File: src/rtl/regfile_sweep_clear.sv
// Parametrised register file: two combinational read ports, one byte-enabled write port, sweep clear engine.
// Optional same-cycle write-to-read bypass when REGFILE_BYPASS_EN is defined.

module regfile_sweep_clear_reg #(
  parameter int DATA_WIDTH = 32
) (
  input  logic                    clk,
  input  logic                    resetN,
  input  logic                    wrEn,
  input  logic                    clr,
  input  logic [DATA_WIDTH/8-1:0] byteEn,
  input  logic [DATA_WIDTH-1:0]   wrData,
  output logic [DATA_WIDTH-1:0]   q
);
  always_ff @(posedge clk or negedge resetN) begin
    if (!resetN) begin
      q <= '0;
    end else if (clr) begin
      q <= '0;
    end else if (wrEn) begin
      for (int b = 0; b < DATA_WIDTH/8; b++)
        if (byteEn[b]) q[8*b +: 8] <= wrData[8*b +: 8];
    end
  end
endmodule

module regfile_sweep_clear #(
  parameter int DATA_WIDTH = 32,
  parameter int ADDR_WIDTH = 3,
  parameter int ZERO_REG   = 0
) (
  input  logic                    clk,
  input  logic                    resetN,
  input  logic [ADDR_WIDTH-1:0]   readReg1,
  input  logic [ADDR_WIDTH-1:0]   readReg2,
  output logic [DATA_WIDTH-1:0]   readData1,
  output logic [DATA_WIDTH-1:0]   readData2,
  input  logic [ADDR_WIDTH-1:0]   writeReg,
  input  logic [DATA_WIDTH-1:0]   writeData,
  input  logic                    regWrite,
  input  logic [DATA_WIDTH/8-1:0] byteEn,
  input  logic                    clearAll,
  output logic                    busy,
  output logic                    errWrite
);
  localparam int NUM_REGS = 1 << ADDR_WIDTH;
  localparam logic [ADDR_WIDTH-1:0] LAST_REG = '1;

  typedef enum logic {IDLE, CLEAR} state_t;

  state_t                              state, stateNext;
  logic [ADDR_WIDTH-1:0]               sweepCnt;
  logic [NUM_REGS-1:0][DATA_WIDTH-1:0] regQ;
  logic                                idleWr, wrAny;

  assign wrAny  = regWrite & (|byteEn);
  assign idleWr = (state == IDLE) & regWrite & ~clearAll;

  always_ff @(posedge clk or negedge resetN) begin
    if (!resetN) state <= IDLE;
    else         state <= stateNext;
  end

  always_comb begin
    stateNext = state;
    case (state)
      IDLE:    if (clearAll) stateNext = CLEAR;
      CLEAR:   if (sweepCnt == LAST_REG) stateNext = IDLE;
      default: stateNext = IDLE;
    endcase
  end

  always_comb begin
    busy = (state == CLEAR);
  end

  // Counter wraps to 0 on the last sweep edge, so IDLE always sees 0.
  always_ff @(posedge clk or negedge resetN) begin
    if (!resetN)              sweepCnt <= '0;
    else if (state == CLEAR)  sweepCnt <= sweepCnt + 1'b1;
    else                      sweepCnt <= '0;
  end

  // A real write (nonzero byteEn) is dropped when it collides with a clear request or a running sweep.
  always_ff @(posedge clk or negedge resetN) begin
    if (!resetN) errWrite <= 1'b0;
    else         errWrite <= wrAny & ((state == CLEAR) | clearAll);
  end

  for (genvar g = 0; g < NUM_REGS; g++) begin : gReg
    logic wrSel, clrSel;
    assign wrSel  = (ZERO_REG != 0 && g == 0) ? 1'b0 : (idleWr && writeReg == ADDR_WIDTH'(g));
    assign clrSel = (state == CLEAR) && (sweepCnt == ADDR_WIDTH'(g));
    regfile_sweep_clear_reg #(.DATA_WIDTH(DATA_WIDTH)) uReg (
      .clk    (clk),
      .resetN (resetN),
      .wrEn   (wrSel),
      .clr    (clrSel),
      .byteEn (byteEn),
      .wrData (writeData),
      .q      (regQ[g])
    );
  end

  logic [1:0][ADDR_WIDTH-1:0] rdAddr;
  logic [1:0][DATA_WIDTH-1:0] rdData;

  assign rdAddr    = {readReg2, readReg1};
  assign readData1 = rdData[0];
  assign readData2 = rdData[1];

  for (genvar p = 0; p < 2; p++) begin : gRd
    always_comb begin
      rdData[p] = regQ[rdAddr[p]];
`ifdef REGFILE_BYPASS_EN
      if (idleWr && writeReg == rdAddr[p])
        for (int b = 0; b < DATA_WIDTH/8; b++)
          if (byteEn[b]) rdData[p][8*b +: 8] = writeData[8*b +: 8];
`endif
      if (ZERO_REG != 0 && rdAddr[p] == '0) rdData[p] = '0;
    end
  end
endmodule

File: config.mk
export PLATFORM = sky130hd
export DESIGN_NAME = regfile_sweep_clear
export DESIGN_NICKNAME = d
export VERILOG_FILES = /design/src/rtl/regfile_sweep_clear.sv
export SDC_FILE = /design/constraint.sdc
export NUM_CORES = 1
export LEC_CHECK = 0
export ABC_AREA = 1
export ABC_CLOCK_PERIOD_IN_PS = 1900
export CORE_MARGIN = 2
export CORE_UTILIZATION = 38
export CTS_CLUSTER_DIAMETER = 100
export DETAILED_ROUTE_END_ITERATION = 8
export GPL_TIMING_DRIVEN = 0
export SLEW_MARGIN = 10
export SYNTH_ARGS = -nofsm -noshare
export SYNTH_HDL_FRONTEND = slang
export SYNTH_SLANG_ARGS = --single-unit
export TNS_END_PERCENT = 1
File: constraint.sdc
create_clock -name clk -period 1.9 [get_ports clk]
set_input_delay 0.38 -clock clk [delete_from_list [all_inputs] [get_ports clk]]
set_output_delay 0.38 -clock clk [all_outputs]
set_load 0.05 [all_outputs]
==> metrics.md <==
| Metric | Value |
|---|---|
| Run status | `finished with violations` |
| Failing checks | `negative setup slack` |
| Core area | `0.04055 mm^2` |
| Final WS setup | `-0.1734 ns` |
| Die height | `approximately 210 um` |
| Min-delay src | `writeData[24]` |
| Post-Syn Nets | `around 2300` |
| Crit path DAT | `1.69 ns` |
| GP Congestion | `~0.94` |
| Kind of critical path | `reg -> out` |
| Crit share post-route | `109.1%` |
| Place WS | `-1.310 ns` |
| Multi-input logic area | `0.007786 mm^2` |
| RSZ-0062 raised after global routing | `true` |
| DRT iter0 DRCs | `roughly 1600` |
| Synth async-reset ratio | `between 90% and 100%` |
| R2r setup slk | `-0.12 ns` |
| Die W | `between 200 and 250 um` |
| Data required, critical path | `about 1.5 ns` |
| Initial Utilization | `a little under two fifths` |
| Crit-path max cell delay | `approximately 0.37 ns` |
| IO Count | `about 120` |
| Top cells by count, synth | `nand2_1 (923), dfrtp_1 (261), nand3_1 (201), inv_1 (138), a21oi_1 (129)` |
| Final Slew Violations | `0` |
| Hpwl dp | `44310 um` |
| CP endpoint kind | `output port` |
| Most common cell in the netlist | `nand2_1` |
| Vias/cell | `5.591` |
| Worst Tran Pin Value | `around 0.96 ns` |
| Crit-path cells | `inv_1 > a21oi_1 > o21ai_1 > nand2_1 > nand2_1 > nand2_1 > buf_6` |
| PD cells | `roughly 900 mW/mm^2` |
| Mapped Area | `0.01554 mm^2` |
| Total GRT Usage | `between 20% and 30%` |
| Clk_lat worst skew | `between 0.5 and 0.6 ns` |
| Global route total overflow | `0` |
| R2R cell count | `6` |
| R2r endpoint | `gReg[4].uReg.q[15]` |
| CTS tree | `built` |
| Row cnt | `74` |
| Drt drc | `0` |
| Synth cell types | `28` |
| Largest fanout on the critical path | `2` |
| Root Buffer | `clkbuf_16` |
| Post-synth EDFFs | `0` |
| CTS Buf Count | `31` |
| CP max stage cell | `dfrtp_1` |
| Final setup viols | `74` |
| Worst hold margin | `roughly 0.11 ns` |
| P&R area growth vs syn | `19.08%` |
| Most used cell along the critical path | `nand2_1` |
| Post-Syn Instances | `~2200` |
| Largest net degree at the start of global routing | `a little over 90` |
| Antenna Nets Post-Route | `0` |
| Synth Area per Inst | `around 7.0 um^2` |
| Minimum clock period | `2.073 ns` |
| Yosys top cell area share | `42.04%` |
| Dominant cells by area after synthesis | `dfrtp_1 (42%), nand2_1 (22%), nand3_1 (6.5%)` |
| Min-Delay Path Class | `in -> reg` |
| Port bufs | `71` |
| First-pass GRT wire length | `about 94000 um` |
| Layout cells sized above 1 | `17.15%` |
| Hold Fails Final Rpt | `0` |
| Max-cap violations | `0` |
| Fillers | `4144` |
| Worst Skew | `around 0.023 ns` |
| Antenna violations before repair | `2` |
| Area occupied by registers | `roughly 0.0065 mm^2` |
| DR WL/cell | `~22 um` |
| Htree depth | `1` |
| Number of synthesis warnings | `0` |
| Fmax | `approximately 480 MHz` |
| # nets final | `2395` |
| Layout Cells excl Fill | `just under 3000` |
| CTS max path bufs | `3` |
| Hold worst-path end | `gReg[5].uReg.q[24]` |
| Die area | `~0.043 mm^2` |
| Max_slew headroom | `roughly 36%` |
| DR vias | `between 15000 and 20000` |
| Hold depth | `3` |
| R2r startpoint | `sweepCnt[0]` |
| Maximum vdd ir drop | `approximately 0.66 mV` |
| Drt first pass iters | `6` |
| Static leakage | `9.828 nW` |
| Clk slew on worst S/H paths | `approximately 0.06 ns` |
| Vias in the first global route | `about 16000` |
| Clk sink count | `261` |
| Total wire length | `62390 um` |
| Setup crit start kind | `flop` |
| Register bit total from synthesis | `roughly 260` |
| Fin area | `0.01850 mm^2` |
| Sequential share of the synthesized area | `between 40% and 50%` |
| Most used DFF post-synth | `dfrtp_1` |
| Placed instance area | `~0.017 mm^2` |
| Synth area leader | `dfrtp_1` |
| Cells after DPL | `around 2800` |
-- sequential cells by signal (all words and copies together), names as in the netlist --
signal and flops:
errWrite 1, sweepCnt 3, busy 1, gReg.uReg.q 256
-- worst max path at each step --
| stage | start | end | slack [ns] | depth (start not counted) |
|---|---|---|---|---|
| after global placement | resetN | gReg[6].uReg.q[20] | -11.37 | 1 |
| final | gReg[1].uReg.q[7] | readData1[7] | -0.17 | 7 |
| after detailed placement | readReg1[2] | readData1[3] | -1.31 | 6 |
| after floorplan | readReg1[0] | readData1[13] | 0.04 | 8 |
| after global routing | gReg[1].uReg.q[15] | readData1[15] | -0.25 | 7 |
| after CTS | readReg1[0] | readData1[2] | -0.17 | 8 |
-- cell type report --
cell class | count | area share, %
Multi-Input combinational cell | 1640 | 42.09
Sequential cell | 261 | 35.30
Timing Repair Buffer | 78 | 5.526
Clock buffer | 48 | 4.971
Buffer | 162 | 4.721
Tap cell | 532 | 3.598
Inverter | 166 | 3.456
Clock inverter | 7 | 0.3246
Antenna cell | 1 | 0.01353
-- worst max-delay path, delay by kind of cell (launching register included) --
| family | cells | cell delay (ns) |
|---|---|---|
| and+or+nand+nor | 3 | 0.25 |
| AOI/OAI and AO/OA | 2 | 0.24 |
| buffers and inverters | 2 | 0.24 |
| DFF | 1 | 0.37 |
-- through the flow --
| stage | util [%] | power [W] | setup TNS (ns) |
|---|---|---|---|
| final | 45.62 | 0.01709 | -7.645 |
| after global routing | 45.61 | 0.01775 | -12.90 |
| after CTS | 45.24 | 0.01697 | -7.024 |
| after detailed placement | 41.85 | 0.01093 | -138.82 |
| after global placement | 41.70 | 0.01085 | -3098.29 |
| after floorplan | - | 0.009155 | 0 |
-- cells in the final DEF (no fill, tap or decap), types with 11 or more instances in the layout --
cell type and instances:
buf_8 36, buf_4 21, a21oi_1 113, nand2_2 50
nand2_1 881, nand3_1 201, clkinv_2 11, clkbuf_1 27
dfrtp_1 261, buf_6 33, o21ai_0 70, nand4_1 14
inv_2 44, o21ai_1 122, inv_1 114, clkbuf_16 31
buf_2 76, a21oi_2 16, o211ai_1 128, clkbuf_2 34
-- cells by family after synthesis --
family	Yosys count	share of synthesized area, %
AO/OA/AOI/OAI	449	16.53
flip-flops	261	42.04
adder cells (fa/ha/maj)	6	0.4832
buffers and inverters	328	8.907
AND/OR/NAND/NOR	1185	32.04
-- timing repair --
item | in CTS | in global routing
setup endpoints to repair | 86 | 122
buffers inserted | 3 | 1
hold endpoints to repair | 89 | 0
hold buffers | 1 | 0
pin swaps | 24 | 20
gates resized for setup | 606 | 97
-- per-layer routing --
metal  vias up  global-route usage (%)  share of wire [%]
met5         -                       0              0.037
met1      7689                   39.45                 41
met3       188                   4.730                9.3
li1       7492                       -                  -
met4         4                   13.88                4.7
met2       812                   46.68                 45
-- power by group --
part | leakage (nW) | total (W) | internal [W] | switching, W
Sequential | 3.63 | 0.00636 | 0.00603 | 0.000332
Combinational | 5.71 | 0.00483 | 0.00127 | 0.00356
Clock | 0.488 | 0.00590 | 0.00342 | 0.00248
Total | 9.83 | 0.0171 | 0.0107 | 0.00637
Note: power is estimated with default switching activity, not from simulation.
==> variant: new RTL, config.mk and constraints unchanged <==
`DATA_WIDTH` is set to 32 in 2 places; all go to 40.
--- a/src/rtl/regfile_sweep_clear.sv
+++ b/src/rtl/regfile_sweep_clear.sv
@@ -2,7 +2,7 @@
 // Optional same-cycle write-to-read bypass when REGFILE_BYPASS_EN is defined.
 
 module regfile_sweep_clear_reg #(
-  parameter int DATA_WIDTH = 32
+  parameter int DATA_WIDTH = 40
 ) (
   input  logic                    clk,
   input  logic                    resetN,
@@ -25,7 +25,7 @@
 endmodule
 
 module regfile_sweep_clear #(
-  parameter int DATA_WIDTH = 32,
+  parameter int DATA_WIDTH = 40,
   parameter int ADDR_WIDTH = 3,
   parameter int ZERO_REG   = 0
 ) (
Interface: changed (resized byteEn, readData1, readData2 and writeData); port bits go from 115 to 140. The function was not compared with the original's and may differ.
==> variant against the original RTL <==
- the flow still finishes with violations (negative setup slack)
- routed wire length grew 29%
- final cell count grew 26%
- sequential share of layout area is 1.4 points lower
- die area increased by 25%
- setup slack got worse by 38 ps
- combinational power up 30%
- cell area is 30% higher
- total power is 29% higher
- sequential cell count increased by 64
- synthesized area rose by 25%
- non-clock buffer count increased by 80
- synthesized cell count is 25% higher
- critical endpoint is now readData1[19]
- largest cell class unchanged
- largest power group unchanged
==> variant: results (changes against the original RTL) <==
* Distinct cells, synth at 30 (+7.1%)
* Register area share after synthesis at 41.8% (-0.27 points)
* Layout cells sized above 1 at 17.4% (+0.22 points)
* Final hold slack at 142 ps (+35.5 ps)
* Met1 global-route usage at 40.3% (+0.81 points)
* Worst Clk Skew at 25.9 ps (+3.25 ps)
* Max reg flops at 320 (+25%)
* Leakage at 12.5 nW (+27%)
* H-tree depth at 2 (+1)
* Commonest cells post-synth: nand2_1, nand3_1, dfrtp_1
* Initial antenna violation count at 1 (-1)
* Setup slack after layout at -211 ps (-37.7 ps)
* Avg WL per Cell at 22.0 µm (+1.9%)
* Internal power at 13.8 mW (+28%)
* Number of I/O port buffers at 118 (+66%)
* # setup viols final at 120 (+62%)
* CTS buffer count at 40 (+29%)
* Failing checks: negative setup slack
* Max stage delay on crit path at 450 ps (+80 ps)
* Biggest regs: gReg.uReg.q (320), sweepCnt (3)
* Cells after synthesis at 2784 (+25%)
* Final net count at 3017 (+26%)
* Placed cells at 3577 (+26%)
* Synth Area in Compound Gates at 16.3% (-0.25 points)
* Layout Cells excl Fill at 3655 (+26%)
* Worst Max-Slew Pin Slew at 923 ps (-32.4 ps)
* Critical Path Source: readReg1[1]
* Initial DRC Count at 2052 (+31%)
* Synth area leaders: dfrtp_1, nand2_1, nand3_1
* Reg-to-Reg End: gReg[6].uReg.q[30]
* Worst vdd ir at 0.000759 V (+15%)
* Status: finished with violations
* RePlAce Congestion at 0.942 (+0.62%)
* First-pass GRT wire length at 121000 µm (+29%)
-- variant: routing by layer --
metal | vias to the layer above | part of all wire (%)
li1 | 9499 | -
met1 | 9863 | 42
met2 | 965 | 45
met3 | 212 | 8.1
met4 | 2 | 4.7
met5 | - | 0.015
-- variant: how the worst max path moves through the flow --
stage,to,slack (ps),cells after the start
2_1_floorplan,readData2[20],-70,7
3_3_place_gp,gReg[2].uReg.q[26],-14090,1
3_5_place_dp,readData2[12],-1490,8
4_1_cts,readData1[21],-210,7
5_1_grt,readData2[26],-230,7
6_report,readData1[19],-210,8
-- variant: power groups by stage --
stage	Clock [mW]	Combinational (mW)	Sequential (mW)
floorplan	0	3.27	7.93
global placement	0	5.55	8.02
detailed placement	0	5.65	8.02
CTS	7.92	6.03	7.92
global route	8.20	6.67	8.01
finish	7.86	6.28	7.95
-- variant: metrics by stage --
| step | setup TNS [ps] | area, µm² | utilization, % |
|---|---|---|---|
| after floorplan | -3280 | 19500 | - |
| after global placement | -4783900 | 21500 | 42.7 |
| after detailed placement | -232330 | 21600 | 42.8 |
| after CTS | -10160 | 23700 | 47.1 |
| after global routing | -20860 | 24000 | 47.7 |
| final | -11860 | 24000 | 47.7 |
-- variant: timing repair --
item	CTS	global route
setup endpoints to repair	258	355
hold endpoints to repair	67	0
gates resized for setup	901	156
pin swaps	50	48
buffers inserted	3	2
hold buffers	1	0
-- variant: layout make-up --
cell class	count	share of cell area, %
plain buffers	193	5.04
clock buffers	52	4.65
clock inverters	20	0.808
inverters	235	3.94
multi-input cells	2031	41.5
flip-flops and latches	325	33.9
well taps	672	3.50
repair buffers	127	6.69
-- variant: critical path, delay by kind of cell --
kind            cells  cell delay (ps)
buf+inv             3              830
simple gates        3              320
compound gates      2              200
